==> config.mk <==
export PLATFORM = sky130hd
export DESIGN_NAME = uart_tx_flat
export DESIGN_NICKNAME = d
export VERILOG_FILES = /design/src/rtl/uart_tx_if.sv /design/src/rtl/uart_tx.sv /design/src/flat_wrapper.sv
export SDC_FILE = /design/constraint.sdc
export NUM_CORES = 1
export LEC_CHECK = 0
export ABC_AREA = 1
export CORE_AREA = 10 10 100 102
export DETAILED_ROUTE_END_ITERATION = 16
export DIE_AREA = 0 0 110 112
export HOLD_SLACK_MARGIN = 0.02
export MAX_ROUTING_LAYER = met4
export PLACE_DENSITY = 0.57
export RECOVER_POWER = 100
export SKIP_LAST_GASP = 1
export SLEW_MARGIN = 10
export SYNTH_ARGS = -nofsm -noshare
export SYNTH_HDL_FRONTEND = slang
export SYNTH_SLANG_ARGS = --single-unit
export TNS_END_PERCENT = 30
==> constraint.sdc <==
create_clock -name clock -period 2.2 [get_ports clock]
set_input_delay 0.44 -clock clock [delete_from_list [all_inputs] [get_ports clock]]
set_output_delay 0.44 -clock clock [all_outputs]
set_load 0.005 [all_outputs]
==> src/rtl/uart_tx_if.sv <==
// uart_tx_if: byte handshake into the UART transmitter FIFO.
interface uart_tx_if;
    logic [7:0] data_in;
    logic       data_valid;
    logic       data_ready;
    modport master (output data_in, data_valid, input data_ready);
    modport slave  (input data_in, data_valid, output data_ready);
endinterface

==> src/rtl/uart_tx.sv <==
// uart_tx: FIFO-buffered UART transmitter, 8N1 by default.
// Define UART_TX_PARITY_EN to insert an even-parity bit (8E1).
module uart_tx #(
    parameter int CLKS_PER_BIT = 102,
    parameter int FIFO_DEPTH   = 4
) (
    input  logic                        clock,
    input  logic                        reset_n,
    uart_tx_if.slave                    bus,
    output logic                        tx,
    output logic                        busy,
    output logic [$clog2(FIFO_DEPTH):0] fifo_count
);
    localparam int AW = $clog2(FIFO_DEPTH);
    localparam int CW = $clog2(CLKS_PER_BIT);
`ifdef UART_TX_PARITY_EN
    typedef enum logic [2:0] {IDLE, START, DATA, PARITY, STOP} state_t;
`else
    typedef enum logic [2:0] {IDLE, START, DATA, STOP} state_t;
`endif
    state_t        state, state_n;
    logic [7:0]    mem [FIFO_DEPTH];
    logic [AW:0]   wr_ptr, rd_ptr;
    logic [CW-1:0] baud, baud_n;
    logic [2:0]    idx, idx_n;
    logic [7:0]    shreg, shreg_n, head;
    logic          tx_n, push, pop, baud_end;
    // Room is judged from registered pointers only, so a same-cycle pop never frees a slot.
    assign fifo_count     = wr_ptr - rd_ptr;
    assign bus.data_ready = fifo_count != (AW+1)'(FIFO_DEPTH);
    assign push           = bus.data_valid && bus.data_ready;
    assign head           = mem[rd_ptr[AW-1:0]];
    assign busy           = state != IDLE;
    assign baud_end       = baud == CW'(CLKS_PER_BIT - 1);
    assign pop            = fifo_count != '0 && (state == IDLE || (state == STOP && baud_end));
    always_ff @(posedge clock)
        if (push) mem[wr_ptr[AW-1:0]] <= bus.data_in;
`ifdef UART_TX_PARITY_EN
    logic par, par_n;
    assign par_n = pop ? ^head : par;
    always_ff @(posedge clock or negedge reset_n)
        if (!reset_n) par <= 1'b0;
        else par <= par_n;
`endif
    always_comb begin
        state_n = state;
        baud_n  = baud_end ? '0 : baud + 1'b1;
        idx_n   = idx;
        shreg_n = shreg;
        case (state)
            IDLE: begin
                baud_n = '0;
                if (pop) state_n = START;
            end
            START: if (baud_end) begin
                state_n = DATA;
                idx_n   = '0;
            end
            DATA: if (baud_end) begin
                shreg_n = shreg >> 1;
                idx_n   = idx + 1'b1;
`ifdef UART_TX_PARITY_EN
                if (idx == 3'd7) state_n = PARITY;
`else
                if (idx == 3'd7) state_n = STOP;
`endif
            end
`ifdef UART_TX_PARITY_EN
            PARITY: if (baud_end) state_n = STOP;
`endif
            STOP: if (baud_end) state_n = pop ? START : IDLE;
            default: state_n = IDLE;
        endcase
        if (pop) shreg_n = head;
        // tx is registered from the next state so it changes cleanly on the edge.
`ifdef UART_TX_PARITY_EN
        tx_n = state_n == START ? 1'b0 : state_n == DATA ? shreg_n[0] : state_n == PARITY ? par_n : 1'b1;
`else
        tx_n = state_n == START ? 1'b0 : state_n == DATA ? shreg_n[0] : 1'b1;
`endif
    end
    always_ff @(posedge clock or negedge reset_n)
        if (!reset_n) begin
            state  <= IDLE;
            baud   <= '0;
            idx    <= '0;
            shreg  <= '0;
            tx     <= 1'b1;
            wr_ptr <= '0;
            rd_ptr <= '0;
        end else begin
            state  <= state_n;
            baud   <= baud_n;
            idx    <= idx_n;
            shreg  <= shreg_n;
            tx     <= tx_n;
            wr_ptr <= wr_ptr + (AW+1)'(push);
            rd_ptr <= rd_ptr + (AW+1)'(pop);
        end
endmodule
==> src/flat_wrapper.sv <==
// flat-port wrapper written by rule: the top's interface ports become plain ports
module uart_tx_flat 
#(
    parameter int CLKS_PER_BIT = 102,
    parameter int FIFO_DEPTH   = 4
)
  (clock, reset_n, tx, busy, fifo_count, bus_data_in, bus_data_valid, bus_data_ready);
  uart_tx_if bus_i ();
  input  logic clock;
  input  logic reset_n;
  output logic tx;
  output logic busy;
  output logic [$clog2(FIFO_DEPTH):0] fifo_count;
  input wire logic [$bits(bus_i.data_in)-1:0] bus_data_in;
  input wire logic [$bits(bus_i.data_valid)-1:0] bus_data_valid;
  output wire logic [$bits(bus_i.data_ready)-1:0] bus_data_ready;
  assign bus_i.data_in = bus_data_in;
  assign bus_i.data_valid = bus_data_valid;
  assign bus_data_ready = bus_i.data_ready;
  uart_tx #(.CLKS_PER_BIT(CLKS_PER_BIT), .FIFO_DEPTH(FIFO_DEPTH)) u_core (.clock(clock), .reset_n(reset_n), .bus(bus_i), .tx(tx), .busy(busy), .fifo_count(fifo_count));
endmodule
==> flow_summary.yaml, run 1 <==
synth:
  synth_area_leaders: "edfxtp_1, dfrtp_1, nand2_1, nor2_1, nand3_1"
  ys.warnings.count: 0
  yosysTopAreaCellShare: 0.361
  ys.flop_type: "edfxtp_1"
  avgSynthCellArea_sq_um: 10.5
  yosys.cell_types.count: 35
  syn_area_sq_um: 2660
  syn_nets: 274
  syn-instance-count: 254
  ys_async_sr_fraction: 0.467
  yosysSeqAreaShare: 0.625
  synth_edf_count: 32
  synth-seq-cells: 60
  yosys.area.top_type: "edfxtp_1"
hold_path:
  hp-start: "u_core.baud[0]"
  hold_class: "register to register"
  holdPathEnd: "u_core.baud[0]"
  min_path_cells: 1
die:
  std_cell_rows: 33
  start_util: 0.331
  core-area_sq_um: 8050
  dieHeight_um: 112
  die_w_um: 110
  die-area_sq_um: 12300
  num_io_pins: 17
power_and_ir_drop:
  power_frac_comb: 0.451
  clock_power_share: 0.181
  p_int_w: 0.00291
  max-vdd-ir-drop_uv: 616
  switching_share: 0.370
  seqPwrFrac: 0.368
  power.switching_w: 0.00171
  power-per-cell-area_nw_per_um2: 1350
  total_power_w: 0.00461
  leakagePower_nw: 1.46
final_layout:
  fin_area_sq_um: 3410
  fillers: 771
  area_delta_synth_final_pct: 28.2
  drive_gt1_frac: 0.228
  antenna_cells: 0
  final_cells: 407
  fin_nets: 317
placed_design:
  port_buffers: 16
  place.gp.congestion: 0.773
  placedInstanceArea_sq_um: 3160
  placedCellCount: 386
  post-dp-hpwl_um: 3480
critical_path:
  path_buf_inv: 2
  worstPathCellList: "ha_4 > fa_2 > inv_1 > dlygate4sd2_1"
  reg2reg_slack_ns: -0.03
  cp_slowest_cell: "fa_2"
  setup.worst_path.start: "u_core.rd_ptr[0]"
  arrival_ns: 1.80
  reg2regPathDepth: 11
  crit_fanout: 2
  crit_path_end_kind: "primary output"
  critical-path-top-delay-family: "adder cells"
  cp.depth: 4
  worst-setup-path-type: "register to primary output"
  rr_startpoint: "u_core.rd_ptr[0]"
  cp.required_ns: 1.76
  startpoint_type: "register"
  slowest_delay_ns: 0.59
  r2r-end: "u_core.mem[3][1]"
timing:
  fin_crit_sh: 1.02
  slew_headroom: 0.531
  final.min_clock_period_ns: 2.24
  fin_ws_ns: -0.0364
  rsz0062_at_grt: "true"
  tightest_slew_ns: 0.703
  holdWs_ns: 0.502
  max_freq_mhz: 447
  hold_viol: 0
  finalMaxSlewViolations: 0
  setup_viol: 18
  clock_skew_ns: 0.0104
clock_network:
  cts_tree: "done"
  cts_sinks: 60
  ctsHtreeMaxLevel: 3
  cts_buffer_depth: 2
  numCtsBuffers: 9
  clockRootBuffer: "clkbuf_8"
  worstSkewPairLatency_ns: 0.33
  clk_pin_slew_worst_paths_ns: 0.07
drt:
  drtAntennaViolNets: 0
  num_vias: 1857
  drc: 0
  viasPerCell: 4.56
  wl_per_cell_um: 12.7
  routed_wl_um: 5170
  dr.first_iter.drc_count: 93
  firstDrtPassIters: 4
grt:
  grt-ovfl-total: 0
  antenna_found_initial: 0
  grt_max_degree: 29
  grt_pass1_wl_um: 8820
  gr-usage-all-layers: 0.0918
  grt_pass1_vias: 1890
job:
  cap_viol_max_count: 0
outcome:
  status: "finished, violations left"
  violations: "negative setup slack"
==> layout make-up <==
class / instances / area (sq um) / area share
Multi-Input combinational cell: 163 / 980 / 0.287
Inverter: 27 / 106 / 0.0312
Timing Repair Buffer: 36 / 363 / 0.106
Clock buffer: 10 / 128 / 0.0374
Sequential cell: 60 / 1660 / 0.488
Clock inverter: 6 / 41.3 / 0.0121
Tap cell: 105 / 131 / 0.0385
==> synthesized netlist by cell type, types with 2 or more instances <==
| library cell | number |
|---|---|
| o22ai_1 | 2 |
| clkbuf_1 | 2 |
| inv_2 | 2 |
| nand2_2 | 4 |
| buf_2 | 2 |
| xor2_1 | 2 |
| dfrtp_1 | 27 |
| inv_1 | 23 |
| nor2_1 | 30 |
| nand2_4 | 2 |
| ha_1 | 8 |
| nor3_1 | 7 |
| o21ai_1 | 2 |
| a21oi_1 | 8 |
| o21ai_0 | 16 |
| a22o_1 | 2 |
| nand3_1 | 22 |
| edfxtp_1 | 32 |
| nand2_1 | 45 |
==> worst register-to-register path, delay by kind of cell (launching register included) <==
kind	cells	cell delay, ns
adders and majority gates	2	0.57
buffers and inverters	4	0.45
DFF	1	0.41
and+or+nand+nor	5	0.52
==> logic make-up (layout without fill, tap and decap cells) <==
logic type | count (synthesis) | in the layout | synth area share
and+or+nand+nor | 119 | 119 | 0.209
DFF | 60 | 60 | 0.625
AOI/OAI and AO/OA | 31 | 31 | 0.0634
buffers and inverters | 31 | 79 | 0.0465
adders and majority gates | 9 | 9 | 0.0451
xor gates and xnor gates | 3 | 3 | 0.00987
other | 1 | 1 | 0.00141
==> repair_timing <==
item | in CTS | in global routing
setup buffers | 0 | 5
pin swaps | 0 | 3
resized for setup | 3 | 20
hold buffers | 0 | 0
setup endpoints to repair | 4 | 42
==> sequential cells by signal, summed over array words and instances (netlist names) <==
| name | count |
|---|---|
| u_core.wr_ptr | 3 |
| u_core.state | 3 |
| u_core.mem | 32 |
| u_core.idx | 3 |
| u_core.baud | 7 |
| u_core.tx | 1 |
| u_core.shreg | 8 |
| u_core.rd_ptr | 3 |
==> metrics by stage <==
step / worst slack, ns / util / setup TNS, ns
2_1_floorplan: 0.000649 / - / 0
3_3_place_gp: -0.0327 / 0.392 / -0.0327
3_5_place_dp: -0.0486 / 0.392 / -0.0931
4_1_cts: -0.142 / 0.412 / -0.315
5_1_grt: -0.102 / 0.424 / -1.75
6_report: -0.0364 / 0.424 / -0.412
==> power by group through the flow <==
stage          Sequential [W]  Combinational [W]  Clock [W]
6_report              0.00170            0.00208   0.000836
5_1_grt               0.00173            0.00233   0.000927
4_1_cts               0.00169            0.00185   0.000865
3_5_place_dp          0.00171            0.00189          0
3_3_place_gp          0.00171            0.00185          0
2_1_floorplan         0.00172            0.00103          0
==> worst max-delay path by stage <==
stage	endpoint	slack (ns)
after floorplan	u_core.wr_ptr[2]	0.0006
after global placement	bus_data_ready	-0.03
final	fifo_count[1]	-0.04
after detailed placement	u_core.wr_ptr[2]	-0.05
after global routing	u_core.mem[3][6]	-0.10
after CTS	bus_data_ready	-0.14
==> cell usage in the layout, fill, tap and decap left out, types with 3 or more instances in the layout <==
cell,count
clkinv_4,3
buf_12,5
o21ai_0,16
nor3_4,5
nor3_1,3
a21oi_1,8
inv_2,6
inv_1,19
nand2_1,41
clkdlybuf4s50_1,3
buf_4,13
ha_4,3
nand3_1,22
nor2_1,30
dlygate4sd3_1,10
ha_1,5
dfrtp_1,26
nand2_2,7
edfxtp_1,32
clkbuf_8,9
==> layer usage <==
| layer | track usage | wire length [um] | vias to the layer above |
|---|---|---|---|
| li1 | - | - | 942 |
| met1 | 0.103 | 2280 | 884 |
| met2 | 0.147 | 2590 | 27 |
| met3 | 0.0386 | 263 | 4 |
| met4 | 0.0208 | 43 | 0 |
| met5 | - | 0 | - |
(Power assumes the default switching activity.)
==> run 2, diff against run 1 <==
CORE_AREA = 2 2 92 94   (was 10 10 100 102)
DIE_AREA = 0 0 94 96   (was 0 0 110 112)
==> run 2 against run 1 <==
The run now ends clean. Final cell count down 0.49%. Critical path depth up 7. Utilization down 0.34 points. Combinational power down 8%. Sequential power about the same. Hold slack worse by 0.0060 ns.
==> flow_summary.yaml, run 2 (synthesis gave the netlist of run 1 again) <==
grt:
  antenna_found_initial: 0
  busiest_layer: "met2"
  gr-usage-all-layers: 0.129
  grt_pass1_wl_um: 8420
  grt.met3_usage: 0.0446
  grt_max_degree: 29
  grt-ovfl-total: 0
  met2_usage: 0.195
  grt_pass1_vias: 1753
  met1_usage: 0.161
hold_path:
  min_path_cells: 1
  holdPathEnd: "u_core.baud[0]"
  hp-start: "u_core.baud[0]"
  hold_class: "register to register"
clock_network:
  clockRootBuffer: "clkbuf_8"
  cts_sinks: 60
  cts_tree: "done"
  numCtsBuffers: 9
  ctsHtreeMaxLevel: 3
  cts_buffer_depth: 2
  clk_pin_slew_worst_paths_ns: 0.07
  worstSkewPairLatency_ns: 0.34
timing:
  slew_headroom: 0.532
  setup_viol: 0
  fin_crit_sh: 0.988
  tightest_slew_ns: 0.703
  fin_ws_ns: 0.0272
  max_freq_mhz: 460
  final.min_clock_period_ns: 2.17
  hold_viol: 0
  rsz0062_at_grt: "true"
  finalMaxSlewViolations: 0
  clock_skew_ns: 0.00868
power_and_ir_drop:
  power.switching_w: 0.00164
  max-vdd-ir-drop_uv: 559
  p_int_w: 0.00294
  power_frac_comb: 0.419
  clock_power_share: 0.211
  switching_share: 0.359
  leakagePower_nw: 1.46
  power-per-cell-area_nw_per_um2: 1350
  seqPwrFrac: 0.370
job:
  cap_viol_max_count: 0
critical_path:
  crit_fanout: 5
  crit_path_end_kind: "register"
  rr_startpoint: "u_core.rd_ptr[0]"
  cp.required_ns: 2.42
  r2r-end: "u_core.wr_ptr[2]"
  reg2reg_slack_ns: 0.03
  startpoint_type: "register"
  reg2regPathDepth: 11
  arrival_ns: 2.40
  worst-setup-path-type: "register to register"
final_layout:
  antenna_cells: 0
  layout_commonest_cell: "nand2_1"
  area_delta_synth_final_pct: 27.2
  final_cells: 405
  largest_register_ffs: 32
  final_cell_mix: "nand2_1, edfxtp_1, nor2_1, dfrtp_1, nand3_1"
  fillers: 796
  fin_nets: 315
  drive_gt1_frac: 0.213
placed_design:
  pre_cts_ws_ns: -0.0433
  port_buffers: 16
  placedCellCount: 386
  post-dp-hpwl_um: 3350
  place.gp.congestion: 0.797
drt:
  routed_wl_um: 4950
  num_vias: 1855
  drtAntennaViolNets: 0
  firstDrtPassIters: 4
  drc: 0
  dr.first_iter.drc_count: 82
  viasPerCell: 4.58
  wl_per_cell_um: 12.2
die:
  core-area_sq_um: 8050
  die-area_sq_um: 9020
  num_io_pins: 17
  std_cell_rows: 33
  dieHeight_um: 96
  start_util: 0.331
  die_w_um: 94
outcome:
  status: "finished, final reports clean"
run 2: cell types whose count changed in the layout (fill, tap and decap cells not counted), sizes merged:
cell / before / now
buf: 20 / 18
clkinv: 6 / 4
bufinv: 0 / 1
clkbuf: 12 / 13
dlygate4sd2: 1 / 0
inv: 25 / 26
run 2: per-stage QoR:
stage / setup TNS [ns] / instance area [sq um] / total power [W] / hold slack [ns] / util
floorplan: 0 / 2720 / 0.00275 / 0.144 / -
global placement: -0.0218 / 3160 / 0.00356 / 0.479 / 0.392
detailed placement: -0.0698 / 3160 / 0.00359 / 0.485 / 0.392
CTS: -0.124 / 3370 / 0.00461 / 0.484 / 0.419
global route: -0.0968 / 3390 / 0.00497 / 0.512 / 0.421
finish: 0 / 3390 / 0.00458 / 0.496 / 0.421
run 2: power groups by stage:
stage / clock (W) / combinational, W / sequential, W
after floorplan: 0 / 0.00103 / 0.00172
after global placement: 0 / 0.00185 / 0.00171
after detailed placement: 0 / 0.00187 / 0.00171
after CTS: 0.000994 / 0.00193 / 0.00169
after global routing: 0.00105 / 0.00219 / 0.00173
final: 0.000966 / 0.00192 / 0.00170
run 2: how the worst max path moves through the flow:
| stage | from | to | slack [ns] | cells past startpoint |
|---|---|---|---|---|
| 2_1_floorplan | u_core.wr_ptr[0] | u_core.wr_ptr[2] | 0.0006 | 11 |
| 3_3_place_gp | u_core.rd_ptr[0] | bus_data_ready | -0.02 | 7 |
| 3_5_place_dp | u_core.rd_ptr[0] | bus_data_ready | -0.04 | 7 |
| 4_1_cts | u_core.rd_ptr[0] | u_core.wr_ptr[2] | -0.04 | 11 |
| 5_1_grt | u_core.rd_ptr[0] | u_core.wr_ptr[2] | -0.05 | 11 |
| 6_report | u_core.rd_ptr[0] | u_core.wr_ptr[2] | 0.03 | 11 |
run 2: what timing repair did:
action,in CTS,in global routing
setup buffers,1,2
setup endpoints to repair,4,39
gates resized for setup,13,4
pin swaps,4,5
hold buffers,0,0
run 2: critical path, stage by stage, from the launching register on:
cell and delay (ns):
dfrtp_1 0.41, ha_4 0.17, fa_2 0.54, nand2_2 0.05, inv_2 0.05, nand2_2 0.05
buf_4 0.15, nand2_8 0.10, inv_1 0.05, ha_1 0.17, ha_2 0.17, xor2_1 0.15
run 2: layout make-up:
class	count	area, sq um	share of cell area
clock buffers	10	128	0.0377
clock inverters	6	63.8	0.0188
inverters	27	106	0.0314
multi-input cells	163	952	0.281
flip-flops and latches	60	1660	0.492
well taps	105	131	0.0388
repair buffers	34	340	0.101
run 2: layer usage:
layer | share of wire | up-vias
met1 | 0.46 | 884
met2 | 0.48 | 28
met4 | 0.016 | 0
met3 | 0.041 | 9
li1 | - | 934
met5 | 0 | -
==> run 3, diff against run 2 <==
ABC_CLOCK_PERIOD_IN_PS = 2200   (was not set)
==> results of run 3 <==
Same layout as run 2: the final DEF is identical, and so are final timing and power.
